`src/rtl/fp_pkg.sv`:
```
// Shared constants and FSM encoding for the half-precision alignment path.
package fp_pkg;

    localparam int EXP_W  = 5;
    localparam int FRAC_W = 10;
    localparam int MAN_W  = FRAC_W + 1;
    localparam int OP_W   = 1 + EXP_W + FRAC_W;

    typedef enum logic [1:0] {
        IDLE  = 2'd0,
        SHIFT = 2'd1,
        DONE  = 2'd2
    } state_t;

    // Subnormals share the scale of exponent 1.
    function automatic logic [EXP_W-1:0] eff_exp(input logic [EXP_W-1:0] e);
        return (e == '0) ? EXP_W'(1) : e;
    endfunction

endpackage

```
`src/rtl/fp_unpack.sv`:
```
// Combinational split of a packed half-precision operand into sign, effective
// exponent, mantissa with hidden bit, and an Inf/NaN flag.
module fp_unpack
    import fp_pkg::*;
(
    input  logic [OP_W-1:0]  op_i,
    output logic             sign_o,
    output logic [EXP_W-1:0] eff_exp_o,
    output logic [MAN_W:1]   mant_o,
    output logic             special_o
);

    logic [EXP_W-1:0]  exp_raw;
    logic [FRAC_W-1:0] frac_raw;

    assign sign_o    = op_i[OP_W-1];
    assign exp_raw   = op_i[OP_W-2 -: EXP_W];
    assign frac_raw  = op_i[FRAC_W-1:0];

    assign eff_exp_o = eff_exp(exp_raw);
    assign mant_o    = {(exp_raw != '0), frac_raw};
    assign special_o = &exp_raw;

endmodule

```
`src/rtl/fp_align_stage.sv`:
```
// Exponent compare and serial mantissa alignment ahead of the mantissa adder.
// Define ALIGN_STICKY_EN to add the sticky output (OR of shifted-out bits).
module fp_align_stage
    import fp_pkg::*;
(
    input  logic             clk,
    input  logic             rst,
    input  logic             in_valid,
    output logic             in_ready,
    input  logic [OP_W-1:0]  op_a,
    input  logic [OP_W-1:0]  op_b,
    output logic             out_valid,
    input  logic             out_ready,
    output logic [MAN_W:1]   mant_big,
    output logic [MAN_W:1]   mant_small,
    output logic [EXP_W-1:0] exp_out,
    output logic             sign_big,
    output logic             sign_small,
    output logic             swapped,
`ifdef ALIGN_STICKY_EN
    output logic             sticky,
`endif
    output logic             special
);

    logic             sign_a, sign_b, spec_a, spec_b;
    logic [EXP_W-1:0] exp_a, exp_b;
    logic [MAN_W:1]   man_a, man_b;

    fp_unpack u_unpack_a (
        .op_i      (op_a),
        .sign_o    (sign_a),
        .eff_exp_o (exp_a),
        .mant_o    (man_a),
        .special_o (spec_a)
    );

    fp_unpack u_unpack_b (
        .op_i      (op_b),
        .sign_o    (sign_b),
        .eff_exp_o (exp_b),
        .mant_o    (man_b),
        .special_o (spec_b)
    );

    // Ties keep A as the big operand.
    logic             a_big;
    logic [EXP_W-1:0] exp_bg, exp_sm, diff;
    logic [MAN_W:1]   man_bg, man_sm;
    logic             sgn_bg, sgn_sm;

    assign a_big  = (exp_a >= exp_b);
    assign exp_bg = a_big ? exp_a  : exp_b;
    assign exp_sm = a_big ? exp_b  : exp_a;
    assign man_bg = a_big ? man_a  : man_b;
    assign man_sm = a_big ? man_b  : man_a;
    assign sgn_bg = a_big ? sign_a : sign_b;
    assign sgn_sm = a_big ? sign_b : sign_a;
    assign diff   = exp_bg - exp_sm;

    state_t           state_q, state_d;
    logic [EXP_W-1:0] cnt_q, cnt_d;
    logic [MAN_W:1]   mant_big_q, mant_big_d;
    logic [MAN_W:1]   mant_small_q, mant_small_d;
    logic [EXP_W-1:0] exp_q, exp_d;
    logic             sign_big_q, sign_big_d;
    logic             sign_small_q, sign_small_d;
    logic             swapped_q, swapped_d;
    logic             special_q, special_d;
`ifdef ALIGN_STICKY_EN
    logic             sticky_q, sticky_d;
`endif

    always_comb begin
        state_d      = state_q;
        cnt_d        = cnt_q;
        mant_big_d   = mant_big_q;
        mant_small_d = mant_small_q;
        exp_d        = exp_q;
        sign_big_d   = sign_big_q;
        sign_small_d = sign_small_q;
        swapped_d    = swapped_q;
        special_d    = special_q;
`ifdef ALIGN_STICKY_EN
        sticky_d     = sticky_q;
`endif
        case (state_q)
            IDLE: begin
                if (in_valid) begin
                    mant_big_d   = man_bg;
                    mant_small_d = man_sm;
                    exp_d        = exp_bg;
                    sign_big_d   = sgn_bg;
                    sign_small_d = sgn_sm;
                    swapped_d    = ~a_big;
                    special_d    = spec_a | spec_b;
`ifdef ALIGN_STICKY_EN
                    sticky_d     = 1'b0;
`endif
                    if (diff == '0) begin
                        state_d = DONE;
                    end else if (diff >= EXP_W'(MAN_W)) begin
                        // Shift would push every bit out: clamp in one step.
                        mant_small_d = '0;
`ifdef ALIGN_STICKY_EN
                        sticky_d     = |man_sm;
`endif
                        state_d      = DONE;
                    end else begin
                        cnt_d   = diff;
                        state_d = SHIFT;
                    end
                end
            end
            SHIFT: begin
                mant_small_d = mant_small_q >> 1;
`ifdef ALIGN_STICKY_EN
                sticky_d     = sticky_q | mant_small_q[1];
`endif
                cnt_d        = cnt_q - EXP_W'(1);
                if (cnt_q == EXP_W'(1)) begin
                    state_d = DONE;
                end
            end
            DONE: begin
                if (out_ready) begin
                    state_d = IDLE;
                end
            end
            default: state_d = IDLE;
        endcase
    end

    always_ff @(posedge clk) begin
        if (rst) begin
            state_q      <= IDLE;
            cnt_q        <= '0;
            mant_big_q   <= '0;
            mant_small_q <= '0;
            exp_q        <= '0;
            sign_big_q   <= 1'b0;
            sign_small_q <= 1'b0;
            swapped_q    <= 1'b0;
            special_q    <= 1'b0;
`ifdef ALIGN_STICKY_EN
            sticky_q     <= 1'b0;
`endif
        end else begin
            state_q      <= state_d;
            cnt_q        <= cnt_d;
            mant_big_q   <= mant_big_d;
            mant_small_q <= mant_small_d;
            exp_q        <= exp_d;
            sign_big_q   <= sign_big_d;
            sign_small_q <= sign_small_d;
            swapped_q    <= swapped_d;
            special_q    <= special_d;
`ifdef ALIGN_STICKY_EN
            sticky_q     <= sticky_d;
`endif
        end
    end

    assign in_ready   = (state_q == IDLE);
    assign out_valid  = (state_q == DONE);
    assign mant_big   = mant_big_q;
    assign mant_small = mant_small_q;
    assign exp_out    = exp_q;
    assign sign_big   = sign_big_q;
    assign sign_small = sign_small_q;
    assign swapped    = swapped_q;
    assign special    = special_q;
`ifdef ALIGN_STICKY_EN
    assign sticky     = sticky_q;
`endif

endmodule

```
`config.mk`:
```
export PLATFORM = sky130hd
export DESIGN_NAME = fp_align_stage
export DESIGN_NICKNAME = d
export VERILOG_FILES = /design/src/rtl/fp_pkg.sv /design/src/rtl/fp_unpack.sv /design/src/rtl/fp_align_stage.sv
export SDC_FILE = /design/constraint.sdc
export NUM_CORES = 1
export LEC_CHECK = 0
export BUFFER_PORTS_ARGS = -buffer_cell sky130_fd_sc_hd__buf_4
export CAP_MARGIN = 20
export CORE_ASPECT_RATIO = 0.9
export CORE_MARGIN = 2
export CORE_UTILIZATION = 47
export CTS_CLUSTER_DIAMETER = 60
export DETAILED_ROUTE_END_ITERATION = 12
export PLACE_DENSITY_LB_ADDON = 0.25
export SLEW_MARGIN = 10
export SYNTH_ARGS = -nofsm -noshare
export SYNTH_HDL_FRONTEND = slang
export SYNTH_SLANG_ARGS = --single-unit
```
`constraint.sdc`:
```
create_clock -name clk -period 3.44 [get_ports clk]
set_input_delay 0 -clock clk [delete_from_list [all_inputs] [get_ports clk]]
set_output_delay 0 -clock clk [all_outputs]
set_load 0.005 [all_outputs]
```
-- Yosys cells after proc, flatten, opt, wreduce, memory -nomap -nowiden
Index checks and enable logic that the tools add are counted.
- add/sub/neg operators: 2
- multipliers: 0
- divide/modulo/power cells: 0
- $lt $le $gt $ge: 2
- eq/ne operators: 8
- shifts and indexed selects: 0
- mux-type cells: 22
- bitwise operators: 2
- reductions and logical operators: 13
- operators with widths (kind ; count):
    2-to-1 mux 11 bit ; 5
    2-to-1 mux 5 bit ; 7
    case mux 11 bit (2 select lines) ; 1
    logical NOT 5 bit ; 3
    2-to-1 mux 2 bit ; 5
    case mux 5 bit (2 select lines) ; 1
    AND reduction 5 bit ; 2
    nonzero test 5 bit ; 2
    != test 2 bit, second input constant ; 4
    case mux 2 bit (3 select lines) ; 1
    == test 5 x 1 -> 1 bit, second input constant ; 1
    greater-or-equal comparator 5 x 4 -> 1 bit, second input constant ; 1
    greater-or-equal comparator 5 bit ; 1
    subtractor 5 x 1 -> 5 bit, second input constant ; 1
    subtractor 5 bit ; 1
    AND reduction 2 bit ; 2
    AND reduction 4 bit ; 1
    AND reduction 3 bit ; 1
    == test 2 x 1 -> 1 bit, second input constant ; 1
    == test 2 bit, second input constant ; 1
    logical NOT 2 bit ; 1
    2-to-1 mux 1 bit ; 2
    != test 2 x 1 -> 1 bit, second input constant ; 1
    nonzero test 2 bit ; 1
    other kinds (2) ; 2
- register bits after elaboration: 38
- bits in latches: 0
- bits in writable memories: 0
- bits in read-only memories: 0
- bits of input ports: 36
- output and inout bits: 33
- logic and storage cells: 58
- memories kept: 0

-- Depth between registers and ports, before layout
Gate-level depths: netlist (run 1).
- depth in word-level cells: 10
- depth in mapped cells: 19
- depth with buffers taken out: 16

-- By module
From an unflattened synthesis (run 1), not the netlist that was laid out.
- cell total of the unflattened synthesis: 349
- area total of the unflattened synthesis: 2642.5 um^2
- modules (own cells, without submodules) (module ; times used ; cells each ; area each (um^2) ; sequential area each (um^2)):
    fp_align_stage ; 1 ; 307 ; 2372.3 ; 760.7
    fp_unpack ; 2 ; 21 ; 135.1 ; 0.0

-- Worst setup path before layout (run 1)
OpenSTA, ideal clock, no wires.
- kind: input to register
- start: input port op_a[14]
- end: register cnt_q[0]
- setup time: 79 ps
- arrival: 3673 ps
- data required time: 3361 ps
- path slack: -312 ps
- stages on the path: 17
- buffers on the path: 2
- cell sequence: nor4_1 nor2_1 ha_1 nand2b_1 a211oi_2 o21a_1 buf_6 clkbuf_1 o22a_1 ha_1 inv_1 or3_1 or3_1 a311oi_2 nor2_1 a41o_1 a211oi_2
- longest elaborated chain between the ends: 9
- elaborated cells on any way between the ends: 15
- those cells by class: add/sub: 1; order compare: 2; eq/ne: 2; mux: 7; reduce/logical: 3
- ends and longest elaborated chain (item ; line ; text):
    start, declared ; fp_align_stage.sv:10 ; input logic [OP_W-1:0] op_a,
    logical NOT 5 bit ; fp_pkg.sv:17 ; return (e == '0) ? EXP_W'(1) : e;
    2-to-1 mux 5 bit * ; fp_pkg.sv:17 ;
    greater-or-equal comparator 5 bit ; fp_align_stage.sv:52 ; assign a_big = (exp_a >= exp_b);
    2-to-1 mux 5 bit (on tied branches) ; fp_align_stage.sv:53, fp_align_stage.sv:54 ;
    subtractor 5 bit * ; fp_align_stage.sv:59 ; assign diff = exp_bg - exp_sm;
    parallel branches: the longest is 4 deep, another holds greater-or-equal comparator 5 x 4 -> 1 bit ; -- ;
    end signal, assigned ; fp_align_stage.sv:150 ; cnt_q <= cnt_d;
    end, declared ; fp_align_stage.sv:62 ; logic [EXP_W-1:0] cnt_q, cnt_d;
Mark *: on every way between the ends. The select of a mux whose other input is x is not followed.
A chain may end at the register's enable or synchronous reset.

-- Worst setup path after layout (run 1)
- start: input port op_a[14]
- end: register mant_small_q (netlist bit mant_small[7])
- longest elaborated chain between the ends: 10
- elaborated cells on any way between the ends: 13
- those cells by class: add/sub: 1; order compare: 2; mux: 8; reduce/logical: 2
- ends and longest elaborated chain (item ; line ; text):
    logical NOT 5 bit ; fp_pkg.sv:17 ;
    2-to-1 mux 5 bit * ; fp_pkg.sv:17 ;
    greater-or-equal comparator 5 bit ; fp_align_stage.sv:52 ;
    2-to-1 mux 5 bit (on tied branches) ; fp_align_stage.sv:53, fp_align_stage.sv:54 ;
    subtractor 5 bit ; fp_align_stage.sv:59 ;
    greater-or-equal comparator 5 x 4 -> 1 bit ; fp_align_stage.sv:102 ; end else if (diff >= EXP_W'(MAN_W)) begin
    2-to-1 mux 11 bit ; fp_align_stage.sv:102 ;
    2-to-1 mux 11 bit * ; fp_align_stage.sv:100 ; if (diff == '0) begin
    2-to-1 mux 11 bit * ; fp_align_stage.sv:89 ; if (in_valid) begin
    case mux 11 bit (2 select lines) * ; fp_align_stage.sv:87 ; case (state_q)
    end signal, assigned ; fp_align_stage.sv:152 ; mant_small_q <= mant_small_d;
    end, declared ; fp_align_stage.sv:64 ; logic [MAN_W:1] mant_small_q, mant_small_d;
Mark *: on every way between the ends. The rest lies on a longest branch, timed or not. The select of a mux whose other input is x is not followed.

==> impl_metrics.json, run 1 <==
{
  "drt_wl_total_um": 7052,
  "drtIter0Drc": 141,
  "arrival_ns": 3.40,
  "drc": 0,
  "powerDensity_mw_per_mm2": 481.8,
  "drt-vias-per-instance": 5.649,
  "synth_commonest_cells": "nor2_1 (53), nand2_1 (49), dfxtp_1 (38)",
  "avgRoutedWirePerCell_um": 15.20,
  "synth_compound_area_frac": 0.2758,
  "finalNetCount": 441,
  "setup_viol": 0,
  "syn_area_mm2": 0.002405,
  "die_height_um": 71.86,
  "r2r_cells": 7,
  "route.antenna.remaining_nets": 0,
  "cpPeakStageDelay_ns": 0.38,
  "insertion_delay_ns": 0.29,
  "yosysSeqAreaShare": 0.3163,
  "design.core.area_mm2": 0.004895,
  "grt_start_max_net_pins": 40,
  "synth_cells": 307,
  "fmax_mhz": 315.7,
  "crit_buf_inv": 3,
  "dp.final_hpwl_um": 4856,
  "netlist.area_leader.share": 0.3163,
  "port-buffer-count": 68,
  "dieArea_mm2": 0.005706,
  "maxSlewHeadroom": 0.3782,
  "yosys_warnings": 0,
  "synthMuxAreaShare": 0.04995,
  "grt_pass1_wl_um": 11210,
  "cts_tree": "yes",
  "r2r_slack_ns": 1.29,
  "hold_start": "op_a[6]",
  "layout-drive-gt1-share": 0.2782,
  "fp-row-count": 24,
  "place_ws_ns": -0.05208,
  "layout_setup_ws_ns": 0.2727,
  "p_total_mw": 1.624,
  "synth_xor_area_frac": 0.01093,
  "antenna_found_initial": 0,
  "synth_edf_count": 0,
  "hold_end": "mant_big[7]",
  "htree_levels": 2,
  "final-max-slew-violation-count": 0,
  "synthDistinctLibCells": 55,
  "first_global_vias": 2375,
  "yosys.area_share.adder": 0.03642,
  "area_growth_pct": 40.11,
  "path_clk_slew_ns": 0.08,
  "cts_buffers": 5,
  "tightest_slew_ns": 0.9293,
  "grt_use_total": 0.2485,
  "ys.flop_type": "dfxtp_1",
  "rr_startpoint": "state_q[1]",
  "via_count": 2621,
  "yosysTopAreaCell": "dfxtp_1",
  "crit_path_top_delay_cell": "or3_1",
  "gp_congestion": 0.9018,
  "antenna_cells": 0,
  "synthSimpleGateAreaFrac": 0.2560,
  "root_buffer": "clkbuf_8",
  "cts.sinks": 38,
  "cp_max_fo": 10,
  "min_period_ns": 3.167,
  "maxCapViolCount": 0,
  "synthTopCellsByArea": "dfxtp_1 (32%), nor2_1 (8.3%), nand2_1 (7.6%), a311oi_1 (5.8%), mux2i_1 (5.0%)",
  "crit_chain": "buf_4, nor4_4, nor2_1, ha_1, nand2b_1, a211oi_2, o211ai_1, o22a_1, ha_1, inv_1, o211a_4, mux2i_1, a2111oi_4, or3_1, buf_4, o22a_1, nor2_1",
  "worst_setup_path_end_kind": "flip-flop",
  "clk_path_buf_depth": 2,
  "hold_class": "input port to flip-flop",
  "synth_nets": 350,
  "timing.rr.end": "sign_big",
  "die_x_um": 79.40,
  "first_pass_iters": 5,
  "synth.most_common_cell": "nor2_1",
  "worstPathRequired_ns": 3.68,
  "ios": 69,
  "grt_overflow": 0,
  "ir_drop_v": 0.0002496,
  "start_util": 0.4913,
  "rsz0062_at_grt": "no",
  "critPathKind": "input port to flip-flop",
  "syn_area_per_cell_um2": 7.833,
  "ys_ff_latch": 38,
  "critPathLaunchType": "input port",
  "cp_top_family": "compound AO/OA/AOI/OAI gates",
  "fin_crit_sh": 0.9207,
  "finClkSkew_ns": 0.007229,
  "power_leakage_nw": 1.537,
  "outcome": "complete, no violations",
  "hold_path_depth": 3,
  "synth_top_family_by_area": "compound AO/OA/AOI/OAI gates",
  "ys_async_sr_fraction": 0,
  "final-hold-violation-count": 0
}
## worst max path at each step
stage          cells past startpoint     start             to  slack [ns]
6_report                          17  op_a[14]  mant_small[7]        0.27
5_1_grt                           17  op_a[14]  mant_small[4]        0.05
4_1_cts                           18  op_b[13]  mant_small[8]        0.25
3_5_place_dp                      18  op_b[13]  mant_small[8]       -0.05
3_3_place_gp                      17  op_a[14]  mant_small[7]        0.06
2_1_floorplan                     18  op_b[13]       cnt_q[0]       0.006
## timing repair
action | in CTS | in global routing
hold buffers | 18 | 0
buffers inserted | 0 | 0
setup endpoints to repair | 0 | 8
endpoints found under the hold margin | 11 | 0
resized for setup | 0 | 2
## state kept, by name, indices dropped and copies added, names as in the netlist
register	flops
cnt_q	5
exp_out	5
mant_big	11
mant_small	11
sign_big	1
sign_small	1
special	1
state_q	2
swapped	1
## logic make-up after synthesis
family / count (synthesis)
compound gates: 80
fa+ha+maj: 7
xor+xnor: 3
mux: 12
simple gates: 135
buf+inv: 32
flops: 38
## power breakdown
group          total, mW  internal, mW  switching [mW]
sequential         0.568         0.514          0.0541
combinational      0.676         0.335           0.341
clock              0.380         0.214           0.166
total               1.62          1.06           0.561
## layer usage
layer | vias to the layer above | global-route usage | share of wire
li1 | 1291 | - | -
met1 | 1229 | 0.3245 | 0.44
met2 | 89 | 0.4124 | 0.48
met3 | 12 | 0.03904 | 0.051
met4 | 0 | 0.09962 | 0.026
met5 | - | 0 | 0
## layout make-up
class	count	area (um^2)
timing repair buffer	104	825.8
clock inverter	3	40.04
inverter	12	45.04
multi-input combinational	237	1548
sequential	38	760.7
fill	409	1525
clock buffer	5	68.82
tap	65	81.33
## worst min-delay path: cells and delay by family
kind            cells  cell delay, ns
buf+inv             1            0.11
compound gates      1            0.09
simple gates        1            0.05
## stage by stage
stage / hold slack, ns / util / std cells / TNS [ns] / cell area [um^2]
after global placement: 0.2847 / 0.6258 / 438 / 0 / 3063
after detailed placement: 0.2937 / 0.6258 / 438 / -0.5255 / 3063
final: 0.001487 / 0.6884 / 464 / 0 / 3369
after CTS: 0.0006737 / 0.6848 / 464 / 0 / 3352
after floorplan: 0.1590 / - / 307 / 0 / 2421
after global routing: 0.01253 / 0.6884 / 464 / 0 / 3369
## placed cells by master, fill, tap and decap left out, types with 5 or more instances in the layout
cell,n
buf_4,86
nor2_1,52
nand2_1,49
dfxtp_1,38
a21oi_1,21
dlygate4sd3_1,18
a311oi_1,16
inv_1,12
mux2i_1,12
o22a_1,11
ha_1,7
clkbuf_8,5
Note: power is estimated with default switching activity, not from simulation.
==> run 2, diff against run 1 <==
--- a/config.mk
+++ b/config.mk
@@ -9,7 +9,7 @@
 export CAP_MARGIN = 20
 export CORE_ASPECT_RATIO = 0.9
 export CORE_MARGIN = 2
-export CORE_UTILIZATION = 47
+export CORE_UTILIZATION = 50
 export CTS_CLUSTER_DIAMETER = 60
 export DETAILED_ROUTE_END_ITERATION = 12
 export PLACE_DENSITY_LB_ADDON = 0.25
==> constraint.sdc (replaced) <==
create_clock -name clk -period 3.9 [get_ports clk]
set_input_delay 0 -clock clk [delete_from_list [all_inputs] [get_ports clk]]
set_output_delay 0 -clock clk [all_outputs]
set_load 0.005 [all_outputs]
==> run 2 against run 1 <==
Compared with the run above: largest power group unchanged; sequential share of layout area grew 0.36 points; wire length is 3.3% lower; largest cell class unchanged; critical path depth down 1; power is 8.6% lower; setup slack improved by 0.18 ns.
==> impl_metrics.json, run 2 (synthesized netlist as in run 1, its figures left out) <==
{
  "outcome": "complete, no violations",
  "route.antenna.remaining_nets": 0,
  "area_growth_pct": 37.93,
  "multi_input_area_mm2": 0.001515,
  "dieArea_mm2": 0.005381,
  "fp-row-count": 23,
  "drc": 0,
  "worstPathRequired_ns": 4.11,
  "antenna_found_initial": 0,
  "port-buffer-count": 68,
  "design.core.area_mm2": 0.004547,
  "first_global_vias": 2405,
  "path_clk_slew_ns": 0.07,
  "cp_max_fo": 4,
  "htree_levels": 2,
  "maxCapViolCount": 0,
  "layout-drive-gt1-share": 0.2481,
  "avgRoutedWirePerCell_um": 15.05,
  "final-max-slew-violation-count": 0,
  "finalNetCount": 433,
  "final_common_cell": "buf_4",
  "via_count": 2602,
  "gp_congestion": 0.9024,
  "finClkSkew_ns": 0.01128,
  "worst_setup_path_end_kind": "flip-flop",
  "nFillCells": 354,
  "cts.sinks": 38,
  "ir_drop_v": 0.0002571,
  "tightest_slew_ns": 0.9279,
  "cts_tree": "yes",
  "die_height_um": 69.79,
  "holdWs_ns": 0.006567,
  "insertion_delay_ns": 0.29,
  "arrival_ns": 3.66,
  "root_buffer": "clkbuf_8",
  "start_util": 0.5289,
  "dp.final_hpwl_um": 4576,
  "maxSlewHeadroom": 0.3791,
  "first_pass_iters": 4,
  "clk_path_buf_depth": 2,
  "cts_buffers": 5,
  "rsz0062_at_grt": "no",
  "antenna_cells": 0,
  "grt_use_total": 0.2593,
  "powerDensity_mw_per_mm2": 447.4,
  "grt_pass1_wl_um": 11420,
  "critPathKind": "input port to flip-flop",
  "layout_common_cells": "buf_4 (74), nor2_1 (52), nand2_1 (49)",
  "fin_crit_sh": 0.8841,
  "min_period_ns": 3.448,
  "drt-vias-per-instance": 5.744,
  "die_x_um": 77.10,
  "power_leakage_nw": 1.509,
  "setup_viol": 0,
  "grt_start_max_net_pins": 40,
  "drt_wl_total_um": 6819,
  "hold_class": "input port to flip-flop",
  "ios": 69,
  "final-hold-violation-count": 0,
  "fmax_mhz": 290.0,
  "critPathLaunchType": "input port",
  "regArea_um2": 760.7,
  "grt_overflow": 0,
  "drtIter0Drc": 170,
  "fin_tns_setup_ns": 0
}
## run 2: cell count changes in the layout (fill, tap and decap cells not counted), sizes merged
| cell | before | now |
|---|---|---|
| dlygate4sd3 | 18 | 22 |
| clkbuf | 5 | 6 |
| buf | 86 | 74 |
| bufinv | 1 | 2 |
| clkinv | 2 | 0 |
## run 2: cell type report
class / instances / area share
tap: 62 / 0.02339
clock inverter: 2 / 0.01811
sequential: 38 / 0.2293
multi-input combinational: 237 / 0.4568
clock buffer: 6 / 0.02490
inverter: 12 / 0.01358
timing repair buffer: 96 / 0.2339
## run 2: through the flow
step | power (mW) | util | instances | cell area [um^2] | setup WS (ns)
after floorplan | 0.8447 | - | 307 | 2405 | 0.1479
after global placement | 1.030 | 0.6497 | 423 | 2954 | 0.2381
after detailed placement | 1.040 | 0.6497 | 423 | 2954 | 0.2104
after CTS | 1.487 | 0.7295 | 453 | 3317 | 0.4738
after global routing | 1.578 | 0.7295 | 453 | 3317 | 0.1689
final | 1.484 | 0.7295 | 453 | 3317 | 0.4522
## run 2: final timing paths
kind                start      endpoint  slack [ns]  cells after the start
max              op_a[14]      cnt_q[4]        0.45                     16
min              op_b[14]    exp_out[4]       0.007                      3
max reg2reg    state_q[1]   mant_big[5]        1.72                      7
min reg2reg  mant_big[11]  mant_big[11]        0.46                      2
## run 2: layer usage
layer | share of wire | global-route usage
met5 | 0 | 0
met4 | 0.025 | 0.1012
met3 | 0.051 | 0.03646
met2 | 0.49 | 0.4415
met1 | 0.43 | 0.3317
## run 2: what timing repair did
action / CTS / global route
hold buffers: 22 / 0
setup buffers: 0 / 0
hold endpoints to repair: 12 / 0
gates resized for setup: 0 / 0
## run 2: power breakdown
part	switching [mW]	total, mW	internal, mW	leakage [nW]
sequential	0.0473	0.501	0.453	0.313
combinational	0.288	0.571	0.283	1.12
clock	0.139	0.412	0.273	0.0714
total	0.474	1.48	1.01	1.51
## run 2: worst max-delay path, cell delays in order
cell	delay, ns
buf_4	0.13
nor4_1	0.34
nor2_1	0.15
ha_1	0.38
nand2b_1	0.19
a211oi_2	0.32
o21a_1	0.20
o22a_1	0.15
ha_1	0.18
inv_1	0.08
or3_1	0.34
or3_1	0.33
a311oi_2	0.39
o41ai_2	0.15
a21bo_1	0.21
a21oi_1	0.13
==> run 3, diff against run 2 <==
--- a/config.mk
+++ b/config.mk
@@ -5,6 +5,7 @@
 export SDC_FILE = /design/constraint.sdc
 export NUM_CORES = 1
 export LEC_CHECK = 0
+export ABC_AREA = 1
 export BUFFER_PORTS_ARGS = -buffer_cell sky130_fd_sc_hd__buf_4
 export CAP_MARGIN = 20
 export CORE_ASPECT_RATIO = 0.9
==> run 3 against run 2 <==
Compared with the run above: via count shrank 3.7%; sequential share of layout area grew 2.5 points; cell count grew 2.6%; die area shrank 0.14%; worst hold slack gained 0.020 ns; power grew 11%; largest cell class unchanged.
==> impl_metrics.json, run 3 <==
{
  "place_ws_ns": 0.6241,
  "layout-drive-gt1-share": 0.2705,
  "first_global_vias": 2279,
  "cts_tree": "yes",
  "switchingPower_mw": 0.7034,
  "start_util": 0.5281,
  "critPathKind": "input port to flip-flop",
  "layout_setup_ws_ns": 0.8302,
  "port-buffer-count": 68,
  "drt-vias-per-instance": 5.389,
  "post-route-util": 0.6582,
  "powerDensity_mw_per_mm2": 549.1,
  "worst_setup_path_end_kind": "flip-flop",
  "ir_drop_v": 0.0003129,
  "layout_common_cells": "nand2_1 (70), buf_4 (69), inv_1 (44)",
  "antenna_cells": 0,
  "die_height_um": 69.74,
  "ys_async_sr_fraction": 0,
  "grt_start_max_net_pins": 37,
  "grt_overflow": 0,
  "ys.flop_type": "dfxtp_1",
  "gp_congestion": 0.8652,
  "via_count": 2506,
  "ys_ff_latch": 38,
  "ios": 69,
  "finClkSkew_ns": 0.006321,
  "synth_nets": 389,
  "antenna_found_initial": 0,
  "synthDistinctLibCells": 32,
  "outcome": "complete, no violations",
  "cts_setup_buffers": 0,
  "final-max-slew-violation-count": 0,
  "yosys_warnings": 0,
  "maxSlewHeadroom": 0.3166,
  "power_frac_comb": 0.504,
  "fin_tns_setup_ns": 0,
  "placed_area_mm2": 0.002914,
  "path_clk_slew_ns": 0.08,
  "synthTopCellsByArea": "dfxtp_1 (32%), nand2_1 (11%), a21oi_1 (6.9%), inv_1 (6.9%), o211ai_1 (4.7%)",
  "intPower_mw": 0.9399,
  "finalNetCount": 446,
  "drc": 0,
  "yosysSeqAreaShare": 0.3168,
  "dieArea_mm2": 0.005373,
  "rsz0062_at_grt": "no",
  "drt_wl_total_um": 6197,
  "arrival_ns": 3.26,
  "cts-resized-gates": 0,
  "yosysTopAreaCell": "dfxtp_1",
  "p_total_mw": 1.643,
  "fp-row-count": 23,
  "fin_crit_sh": 0.7871,
  "netlist.area_leader.share": 0.3168,
  "cts_buffers": 5,
  "nFillCells": 423,
  "maxCapViolCount": 0,
  "pwr-share-seq": 0.336,
  "cp_max_fo": 36,
  "root_buffer": "clkbuf_8",
  "swShare": 0.4280,
  "clk_path_buf_depth": 2,
  "power_frac_clock": 0.160,
  "die_x_um": 77.05,
  "min_period_ns": 3.070,
  "synth.most_common_cell": "nand2_1",
  "area_growth_pct": 24.65,
  "syn_area_per_cell_um2": 6.939,
  "cts_hold_buf": 0,
  "grt_use_total": 0.2365,
  "worstPathRequired_ns": 4.09,
  "critPathLaunchType": "input port",
  "route.antenna.remaining_nets": 0,
  "syn_area_mm2": 0.002401,
  "fin_area_mm2": 0.002993,
  "setup_viol": 0,
  "synth_cells": 346,
  "dp.final_hpwl_um": 4510,
  "cts.sinks": 38,
  "fmax_mhz": 325.8,
  "final_common_cell": "nand2_1",
  "drtIter0Drc": 169,
  "hold_class": "input port to flip-flop",
  "avgRoutedWirePerCell_um": 13.33,
  "final-hold-violation-count": 0,
  "power_leakage_nw": 1.470,
  "htree_levels": 2,
  "synth_commonest_cells": "nand2_1 (70), inv_1 (44), dfxtp_1 (38)",
  "grt_pass1_wl_um": 10540,
  "synth_edf_count": 0,
  "tightest_slew_ns": 1.021,
  "insertion_delay_ns": 0.28,
  "first_pass_iters": 4,
  "design.core.area_mm2": 0.004547
}
[run 3: cell count changes in the layout (fill, tap and decap cells not counted), sizes merged, moves of 9 or more]
cell,delta
a311oi,-17
inv,+35
o211ai,+23
a22oi,+9
o21ai,+11
o22a,-11
nand2,+29
mux2i,-12
nand3,+16
a21oi,+22
nor2,-26
dlygate4sd3,-22
[run 3: metal layers]
metal / up-vias / GRT usage / wire length (um)
met4: 0 / 0.03373 / 23
met1: 1139 / 0.3261 / 2977
met3: 4 / 0.05469 / 408
met2: 92 / 0.3869 / 2788
met5: - / 0 / 0
li1: 1271 / - / -
[run 3: cell families (layout without fill, tap and decap cells)]
| kind of cell | count (synthesis) | after routing | share of synthesized area |
|---|---|---|---|
| buffers and inverters | 66 | 123 | 0.1089 |
| DFF | 38 | 38 | 0.3168 |
| adders and majority gates | 7 | 7 | 0.03648 |
| AOI/OAI and AO/OA | 96 | 96 | 0.2772 |
| and+or+nand+nor | 136 | 136 | 0.2496 |
| xor gates and xnor gates | 3 | 3 | 0.01095 |
[run 3: metrics by stage]
| stage | hold slack (ns) | instances |
|---|---|---|
| detailed placement | 0.3260 | 458 |
| global route | 0.02494 | 465 |
| CTS | 0.03060 | 465 |
| finish | 0.02630 | 465 |
| floorplan | 0.2034 | 346 |
| global placement | 0.3187 | 458 |
[run 3: layout make-up]
| cell class | count | area (um^2) | share of cell area |
|---|---|---|---|
| multi-input cells | 242 | 1379 | 0.4607 |
| flip-flops and latches | 38 | 760.7 | 0.2542 |
| repair buffers | 69 | 518.0 | 0.1731 |
| inverters | 47 | 178.9 | 0.05978 |
| well taps | 62 | 77.57 | 0.02592 |
| clock buffers | 5 | 68.82 | 0.02299 |
| clock inverters | 2 | 10.01 | 0.003344 |
[run 3: worst max-delay path, stage by stage]
cell	delay, ns
buf_4	0.13
nor3_1	0.17
nand3_1	0.13
nand2_1	0.10
inv_1	0.06
ha_1	0.27
inv_1	0.07
nor3_1	0.30
a21oi_4	0.12
nand2_4	0.36
nand2_1	0.13
nand3_1	0.15
ha_1	0.28
or2_2	0.31
nor2_1	0.16
nand4_1	0.18
nand3_4	0.16
nand2_1	0.07
nand2_1	0.06
nor2_1	0.04
[run 3: path summary, 6_finish.rpt]
check	slack [ns]	depth (start not counted)	end	startpoint
max	0.83	20	cnt_q[0]	op_a[13]
min	0.03	3	mant_small[3]	op_a[2]
max reg2reg	0.94	7	mant_small[6]	state_q[0]
min reg2reg	0.47	2	mant_big[3]	mant_big[3]
[run 3: power groups by stage]
stage,clock (mW),combinational [mW],sequential (mW)
after floorplan,0,0.575,0.552
after global placement,0,0.808,0.556
after detailed placement,0,0.821,0.559
after CTS,0.264,0.827,0.551
after global routing,0.283,0.938,0.563
final,0.262,0.829,0.552
